==> src/rtl/ihex_loader.sv <==
// ihex_loader: Intel HEX record parser feeding a small address/data write FIFO.
// Optional: define IHEX_LINEAR_ADDR_EN to honour type 04 (extended linear address) records.
module ihex_loader #(
    parameter int ADDR_W     = 22,
    parameter int FIFO_DEPTH = 4
) (
    input  logic              clk_i,
    input  logic              rst_n,
    input  logic              ce_i,
    input  logic [7:0]        data_i,
    input  logic              rx_valid_i,
    output logic              rx_ready_o,
    output logic [ADDR_W-1:0] wr_addr_o,
    output logic [7:0]        wr_data_o,
    output logic              wr_valid_o,
    input  logic              wr_ready_i,
    output logic              done_o,
    output logic              error_o,
    output logic [1:0]        err_code_o
);
    localparam int PW = $clog2(FIFO_DEPTH);

    typedef enum logic [2:0] {IDLE, COUNT, ADDR, TYPE, DATA, CHECK, ERROR} state_t;

    state_t              state_q;
    logic [1:0]          nib_q;
    logic [11:0]         sh_q;
    logic [7:0]          csum_q;
    logic [7:0]          len_q;
    logic [7:0]          rem_q;
    logic [7:0]          type_q;
    logic [15:0]         off_q;
    logic [15:0]         pay_q;
    logic [ADDR_W-1:0]   base_q;
    logic                done_q;
    logic                err_q;
    logic [1:0]          code_q;
    logic [ADDR_W+7:0]   mem_q [FIFO_DEPTH];
    logic [PW-1:0]       wp_q;
    logic [PW-1:0]       rp_q;
    logic [PW:0]         cnt_q;
    logic                acc;
    logic                hex;
    logic                full;
    logic                push;
    logic                pop;
    logic [3:0]          nib;
    logic [7:0]          byte_v;
    logic [15:0]         word;
    logic [7:0]          sum;
    logic [ADDR_W-1:0]   waddr;
    logic [ADDR_W+7:0]   head;

    // Character decode, handshakes and the write-side address of the byte being completed
    always_comb begin
        hex        = data_i inside {[8'h30:8'h39], [8'h41:8'h46], [8'h61:8'h66]};
        nib        = data_i[6] ? data_i[3:0] + 4'd9 : data_i[3:0];
        byte_v     = {sh_q[3:0], nib};
        word       = {sh_q, nib};
        sum        = csum_q + byte_v;
        full       = cnt_q == (PW+1)'(FIFO_DEPTH);
        rx_ready_o = !full;
        acc        = ce_i && rx_valid_i && rx_ready_o;
        push       = acc && hex && state_q == DATA && nib_q[0] && type_q == 8'h00;
        wr_valid_o = cnt_q != '0;
        pop        = ce_i && wr_valid_o && wr_ready_i;
        waddr      = base_q + ADDR_W'(off_q);
        head       = mem_q[rp_q];
        wr_addr_o  = wr_valid_o ? head[ADDR_W+7:8] : '0;
        wr_data_o  = wr_valid_o ? head[7:0] : '0;
        done_o     = done_q;
        error_o    = err_q;
        err_code_o = code_q;
    end

    // Record parser: one hex digit per accepted character, bytes assembled MSB nibble first
    always_ff @(posedge clk_i) begin
        if (!rst_n) begin
            state_q <= IDLE;
            nib_q   <= '0;
            sh_q    <= '0;
            csum_q  <= '0;
            len_q   <= '0;
            rem_q   <= '0;
            type_q  <= '0;
            off_q   <= '0;
            pay_q   <= '0;
            base_q  <= '0;
            done_q  <= 1'b0;
            err_q   <= 1'b0;
            code_q  <= 2'b00;
        end else if (ce_i) begin
            if (acc && (state_q == IDLE || state_q == ERROR)) begin
                if (data_i == 8'h3A) begin
                    state_q <= COUNT;
                    nib_q   <= '0;
                    csum_q  <= '0;
                    pay_q   <= '0;
                    done_q  <= 1'b0;
                    err_q   <= 1'b0;
                    code_q  <= 2'b00;
                end else begin
                    state_q <= IDLE;
                end
            end else if (state_q == ERROR) begin
                state_q <= IDLE;
            end else if (acc && !hex) begin
                state_q <= ERROR;
                err_q   <= 1'b1;
                code_q  <= 2'b01;
            end else if (acc) begin
                nib_q <= nib_q + 2'd1;
                sh_q  <= word[11:0];
                if (nib_q[0]) csum_q <= sum;
                case (state_q)
                    COUNT: if (nib_q[0]) begin
                        len_q   <= byte_v;
                        state_q <= ADDR;
                        nib_q   <= '0;
                    end
                    ADDR: if (nib_q == 2'd3) begin
                        off_q   <= word;
                        state_q <= TYPE;
                        nib_q   <= '0;
                    end
                    TYPE: if (nib_q[0]) begin
                        type_q  <= byte_v;
                        rem_q   <= len_q;
                        state_q <= (len_q == 8'd0) ? CHECK : DATA;
                        nib_q   <= '0;
                    end
                    DATA: if (nib_q[0]) begin
                        rem_q <= rem_q - 8'd1;
                        pay_q <= {pay_q[7:0], byte_v};
                        off_q <= off_q + 16'd1;
                        if (type_q == 8'h00 && full) begin
                            state_q <= ERROR;
                            err_q   <= 1'b1;
                            code_q  <= 2'b11;
                        end else if (rem_q == 8'd1) begin
                            state_q <= CHECK;
                            nib_q   <= '0;
                        end
                    end
                    CHECK: if (nib_q[0]) begin
                        if (sum != 8'd0) begin
                            state_q <= ERROR;
                            err_q   <= 1'b1;
                            code_q  <= 2'b10;
                        end else begin
                            state_q <= IDLE;
                            done_q  <= done_q | (type_q == 8'h01);
                            if (type_q == 8'h02) base_q <= ADDR_W'({pay_q, 4'h0});
`ifdef IHEX_LINEAR_ADDR_EN
                            if (type_q == 8'h04) base_q <= ADDR_W'({pay_q, 16'h0});
`else
`endif
                        end
                    end
                    default: state_q <= IDLE;
                endcase
            end
        end
    end

    // FIFO storage is not reset; the head is masked while the FIFO is empty
    always_ff @(posedge clk_i) begin
        if (push) mem_q[wp_q] <= {waddr, byte_v};
    end

    // FIFO pointers and occupancy; a simultaneous push and pop leaves the count unchanged
    always_ff @(posedge clk_i) begin
        if (!rst_n) begin
            wp_q  <= '0;
            rp_q  <= '0;
            cnt_q <= '0;
        end else if (ce_i) begin
            if (push) wp_q <= wp_q + 1'b1;
            if (pop) rp_q <= rp_q + 1'b1;
            cnt_q <= cnt_q + (PW+1)'(push) - (PW+1)'(pop);
        end
    end
endmodule
==> config.mk <==
export PLATFORM = sky130hd
export DESIGN_NAME = ihex_loader
export DESIGN_NICKNAME = d
export VERILOG_FILES = /design/src/rtl/ihex_loader.sv
export SDC_FILE = /design/constraint.sdc
export NUM_CORES = 1
export LEC_CHECK = 0
export BUFFER_PORTS_ARGS = -buffer_cell sky130_fd_sc_hd__buf_2
export CAP_MARGIN = 10
export CORE_MARGIN = 2
export CORE_UTILIZATION = 60
export DETAILED_ROUTE_END_ITERATION = 16
export HOLD_SLACK_MARGIN = 0.03
export PLACE_DENSITY = 0.78
export SLEW_MARGIN = 20
export SYNTH_ARGS = -nofsm -noshare
export SYNTH_HDL_FRONTEND = slang
export SYNTH_SLANG_ARGS = --single-unit
export TNS_END_PERCENT = 10
==> constraint.sdc <==
create_clock -name clk_i -period 6.85 [get_ports clk_i]
set_clock_uncertainty 0.2 [all_clocks]
set_input_delay 0.685 -clock clk_i [delete_from_list [all_inputs] [get_ports clk_i]]
set_output_delay 0.685 -clock clk_i [all_outputs]
set_load 0.1 [all_outputs]
**Word-level counts from Yosys, hierarchy flattened**

Memories as Yosys holds them, arrays and structs flattened. A register that Yosys moved wholly into a read port is not among the register bits.
Cells that the tools add are included.

- Bits of input ports: 13
- Logic and storage cells: 192
- Memory bits (writable): 116
- Flip-flop bits (word level): 108
- Memories: 1
- Output and inout bits: 36

- Multiplexer cells: 78
- Add/sub/neg operators: 10
- Order comparisons: 6
- Equality and inequality tests: 29
- Reduce and logical (&&, ||, !) cells: 47
- Bitwise logic cells: 5

Memories:

| name | depth | bits a word | read ports | clocked after memory_dff | write ports | RTL line | text |
|---|---|---|---|---|---|---|---|
| mem_q | 4 | 29 | 1 | 1 | 1 | 38 | `logic [ADDR_W+7:0] mem_q [FIFO_DEPTH];` |

Operators with widths:

| kind | number |
|---|---|
| 16-bit 2-to-1 mux | 9 |
| 8-bit 2-to-1 mux | 9 |
| 2-bit 2-to-1 mux | 20 |
| 3-bit 2-to-1 mux | 12 |
| 16-bit one-hot mux with 2 select lines | 1 |
| 8-bit AND reduction | 4 |
| 22-bit 2-to-1 mux | 1 |
| 20-bit by 16-bit adder with 21-bit output | 1 |
| 7-bit AND reduction | 3 |
| 1-bit 2-to-1 mux | 20 |
| 5-bit != test (second input constant) | 4 |
| 9-bit AND reduction | 2 |
| 16-bit by 1-bit adder with 16-bit output (second input constant) | 1 |
| 8-bit by 1-bit equality test with 1-bit output (second input constant) | 2 |
| 8-bit by 7-bit greater-or-equal comparator with 1-bit output (second input constant) | 2 |
| 8-bit by 7-bit <= comparator with 1-bit output (second input constant) | 2 |
| 8-bit zero test | 2 |
| 8-bit one-hot mux with 2 select lines | 1 |
| 3-bit one-hot mux with 5 select lines | 1 |
| 1-bit logical AND | 14 |
| 3-bit equality test (second input constant) | 4 |
| 2-bit nonzero test | 6 |
| 2-bit != test (second input constant) | 5 |
| 5-bit AND reduction | 2 |
| other kinds (34) | 47 |

**Depth between registers and ports, before layout**

- Depth in word-level cells: 11
- Gate-level depth with buffers: 16
- Gate-level depth less buffers: 16

**Worst setup path before layout**

No wires, ideal clock.

- Kind: input to register
- Start point: input data_i[0]
- End point: register cnt_q[2]
- Arrival time: 3.460 ns
- Path slack: 3.075 ns
- Setup time: 0.115 ns
- Cell stages on the path: 16
- Buffers on the path: 0
- Cells stage by stage: inv_1 ha_1 or3b_1 nand4_1 a21oi_1 nand3_1 nor4_4 inv_1 ha_1 inv_1 ha_1 fa_1 xnor2_1 nand2_1 xnor2_1 and2_1

- Cells in the longest elaborated chain, start to end: 9

Ends and longest elaborated chain:

| what | RTL line | text |
|---|---|---|
| start, declared | 10 | `input logic [7:0] data_i,` |
| 8-bit by 6-bit greater-or-equal comparator with 1-bit output, or another cell as far along | 56 | `hex = data_i inside {[8'h30:8'h39], [8'h41:8'h46], [8'h61:8'h66]};` |
| 1-bit logical AND | 56 |  |
| 3-bit nonzero test (*) | 56 |  |
| 1-bit logical AND (*) (4 in series) | 64 | `push = acc && hex && state_q == DATA && nib_q[0] && type_q == 8'h00;` |
| 3-bit by 1-bit adder with 3-bit output (*) | 180 | `cnt_q <= cnt_q + (PW+1)'(push) - (PW+1)'(pop);` |
| 3-bit by 1-bit subtractor with 3-bit output (*) | 180 |  |
| end signal, assigned | 180 |  |
| end, declared | 41 | `logic [PW:0] cnt_q;` |

Every way passes the cells marked *; elsewhere a longest branch is shown, timed or not.
A chain may end at the register's enable or synchronous reset.

**Worst setup path in the final report**

- Start point: input data_i[0]
- End point: register base_q[4]

RTL lines:

| what | RTL line | text |
|---|---|---|
| 4-bit adder | 57 | `nib = data_i[6] ? data_i[3:0] + 4'd9 : data_i[3:0];` |
| 4-bit 2-to-1 mux | 57 |  |
| via nib[2] | 47 | `logic [3:0] nib;` |
| 8-bit adder | 60 | `sum = csum_q + byte_v;` |
| 8-bit nonzero test | 146 | `if (sum != 8'd0) begin` |
| 1-bit inverter (no line) | - |  |
| 9-bit AND reduction (no line) | - |  |
| end signal, assigned | 153 | `if (type_q == 8'h02) base_q <= ADDR_W'({pay_q, 4'h0});` |
| end, declared | 34 | `logic [ADDR_W-1:0] base_q;` |

The timed path passes the listed nets, and every way through them passes these cells.

==> results_dict.tcl <==
set metrics [dict create \
    layout_common_cells "edfxtp_1, nand2_1, dfxtp_1, and2_1" \
    hp-class "flop to flop" \
    synth_edf_count 116 \
    cts.clk_slew.worst_paths_ps 60 \
    drt_iter0_markers 661 \
    synth_top_family_by_area "simple AND/OR/NAND/NOR gates" \
    final_common_cell "edfxtp_1" \
    die_x_um 139 \
    finalSetupTns_ps 0 \
    avgSynthCellArea_um2 11.1 \
    start_util 0.610 \
    drt-pass1-iter-count 5 \
    fillers 1279 \
    p_sw_frac 0.211 \
    synth_adder_area_share 0.0466 \
    drive_gt1_frac 0.145 \
    area_delta_synth_final_pct 11.2 \
    grt_pass1_vias 7392 \
    antenna_cells 0 \
    synth_compound_area_frac 0.121 \
    vdd_ir_drop_max_v 0.000251 \
    final_nets 1063 \
    power_switching_uw 611 \
    ys_async_sr_fraction 0 \
    status "completed" \
    hold_buffers 0 \
    fin_ws_ps 2580 \
    powerDensity_nw_per_um2 237 \
    tightest_slew_ps 1010 \
    grt_pass1_wl_um 38400 \
    grtUsageMet2 0.417 \
    num_io_pins 49 \
    syn_area_um2 11000 \
    cts_max_path_buffers 3 \
    cts_inserted_buffers 24 \
    die_h_um 139 \
    criticalPathCategory "input pin to flop" \
    core_area_um2 18000 \
    p_leak_uw 0.00456 \
    place.gp.congestion 0.889 \
    crit_path_cell_trace "buf_2, ha_1, nand2_1, xor2_1, inv_1, ha_1, a21oi_1, a21oi_1, nor4b_1, a311o_1, and4_1, and2_1, mux2i_1" \
    grt-ovfl-total 0 \
    cp_slowest_cell "and2_1" \
    start_kind "input pin" \
    drc 0 \
    cp_data_arrival_time_ps 4490 \
    slowest_delay_ps 790 \
    cts-resized-gates 0 \
    comb_power_share 0.035 \
    slew_headroom 0.324 \
    crit_path_max_fanout 16 \
    postCtsSetupBuffers 0 \
    vias_per_cell 6.05 \
    clkPwrFrac 0.474 \
    synth_cell_types 72 \
    die_area_um2 19400 \
    grt_max_degree 126 \
    clock_latency_ps 520 \
    ys_seq_elements 226 \
    grt_busiest_layer "met2" \
    dpl.hpwl_um 15300 \
    multi_input_area_um2 4930 \
    cts_root_buf "clkbuf_16" \
    post-route-period-util 0.623 \
    finalHoldViolCount 0 \
    clock_sinks 226 \
    yosysSeqAreaShare 0.519 \
    worst-path-buf-inv 2 \
    ant_nets 0 \
    antenna_found_initial 0 \
    fmax_mhz 234 \
    route.vias.total 7613 \
    cap_violations 0 \
    preCtsSetupSlack_ps 2110 \
    cp.required_ps 7070 \
    grt_use_met1 0.335 \
    power.internal_uw 2280 \
    h-tree-depth 1 \
    rows 49 \
    cp-end-kind "flop" \
    totalWireLength_um 23500 \
    drv_slew 0 \
    ys.flop_type "edfxtp_1" \
    critical-path-top-delay-family "simple AND/OR/NAND/NOR gates" \
    setup_viol 0 \
    yosysWarnings 0 \
    pwr-share-seq 0.490 \
    portBuffers 47 \
    muxShareOfSynthArea 0.0924 \
    grt.met3_usage 0.0318 \
    synthSimpleGateAreaFrac 0.169 \
    grt_use_total 0.245 \
    synth_nets 1036 \
    post-route-min-period_ps 4270 \
    area.sequential_um2 5690 \
    worst_hold_slack_ps 251 \
    synthCells 984 \
    tritoncts "built" \
    synthXorXnorAreaFrac 0.0192 \
    rsz0062_at_grt "no" \
    wl_per_cell_um 18.7 \
]
==> cells by family (layout without fill, tap and decap cells) <==
family | count (synthesis) | count (layout)
flip-flops | 226 | 226
buffers and inverters | 85 | 130
AO/OA/AOI/OAI | 191 | 191
AND/OR/NAND/NOR | 353 | 353
XOR/XNOR | 24 | 24
multiplexers | 65 | 65
other | 1 | 1
adder cells (fa/ha/maj) | 39 | 39
==> Yosys cell counts, drive strengths merged (4+ instances only) <==
library cell / number / area [um2]
xnor2: 17 / 149
a22oi: 6 / 45.0
dfxtp: 110 / 2200
clkbuf: 37 / 139
ha: 36 / 450
nand4: 9 / 56.3
edfxtp: 116 / 3480
nor4: 7 / 65.1
xor2: 7 / 61.3
nor2b: 40 / 250
o221a: 6 / 67.6
buf: 19 / 109
nor2: 46 / 173
a21boi: 29 / 218
a21oi: 45 / 229
a21o: 12 / 90.1
inv: 29 / 109
o21ai: 31 / 155
nand3: 28 / 140
mux4: 29 / 653
and2: 49 / 307
or3: 5 / 31.3
o22ai: 6 / 37.5
nand2: 108 / 405
nand3b: 4 / 42.5
nor3: 21 / 105
nor3b: 6 / 50.1
mux2i: 36 / 360
and3: 7 / 43.8
nand2b: 4 / 25.0
or2: 4 / 25.0
a31oi: 7 / 43.8
o211a: 13 / 130
o21a: 8 / 60.1
==> through the flow <==
stage,util,area [um2],power (uW),cells
CTS,0.678,12200,2910,1258
global placement,0.630,11300,1550,1214
finish,0.678,12200,2890,1258
floorplan,-,11000,1520,984
global route,0.678,12200,2970,1258
detailed placement,0.630,11300,1550,1214
==> final cells by class <==
type                            count  area share
Sequential cell                   226       0.467
Multi-Input combinational cell    673       0.404
Clock buffer                       30      0.0536
Timing Repair Buffer               57      0.0260
Tap cell                          229      0.0235
Clock inverter                     14      0.0166
Inverter                           29     0.00893
==> tightest hold or removal path, delay by kind of cell (launching register included) <==
kind | cells | cell delay, ps
compound gates | 1 | 50
flops | 1 | 310
simple gates | 1 | 50
==> worst paths after layout <==
path	slack, ps	start	cells after the start	endpoint
hold reg to reg	250	pay_q[8]$_SDFFE_PN0P_	2	pay_q[8]$_SDFFE_PN0P_
hold / removal	250	pay_q[8]$_SDFFE_PN0P_	2	pay_q[8]$_SDFFE_PN0P_
setup reg to reg	3100	sh_q[2]$_SDFFE_PN0P_	8	base_q[4]$_SDFFE_PN0P_
setup / recovery	2580	data_i[0]	13	base_q[4]$_SDFFE_PN0P_
==> registers in the layout (all words and copies together) (netlist names), 8 cells and up, named ones only <==
register and flops:
mem_q 116, base_q 16, off_q 16, pay_q 16
sh_q 12, csum_q 8, len_q 8, rem_q 8
type_q 8
==> layer usage <==
metal | part of all wire | up-vias | routed length, um
met5 | 0 | - | 0
met4 | 0.019 | 0 | 439
met3 | 0.051 | 38 | 1200
met2 | 0.49 | 224 | 11500
met1 | 0.44 | 3699 | 10300
li1 | - | 3652 | -
==> power by group through the flow <==
stage | Sequential [uW] | Combinational, uW | Clock (uW)
finish | 1420 | 102 | 1370
CTS | 1420 | 101 | 1390
global route | 1420 | 111 | 1440
floorplan | 1460 | 67.3 | 0
detailed placement | 1450 | 100 | 0
global placement | 1450 | 99.2 | 0
Note: power is estimated with default switching activity, not from simulation.
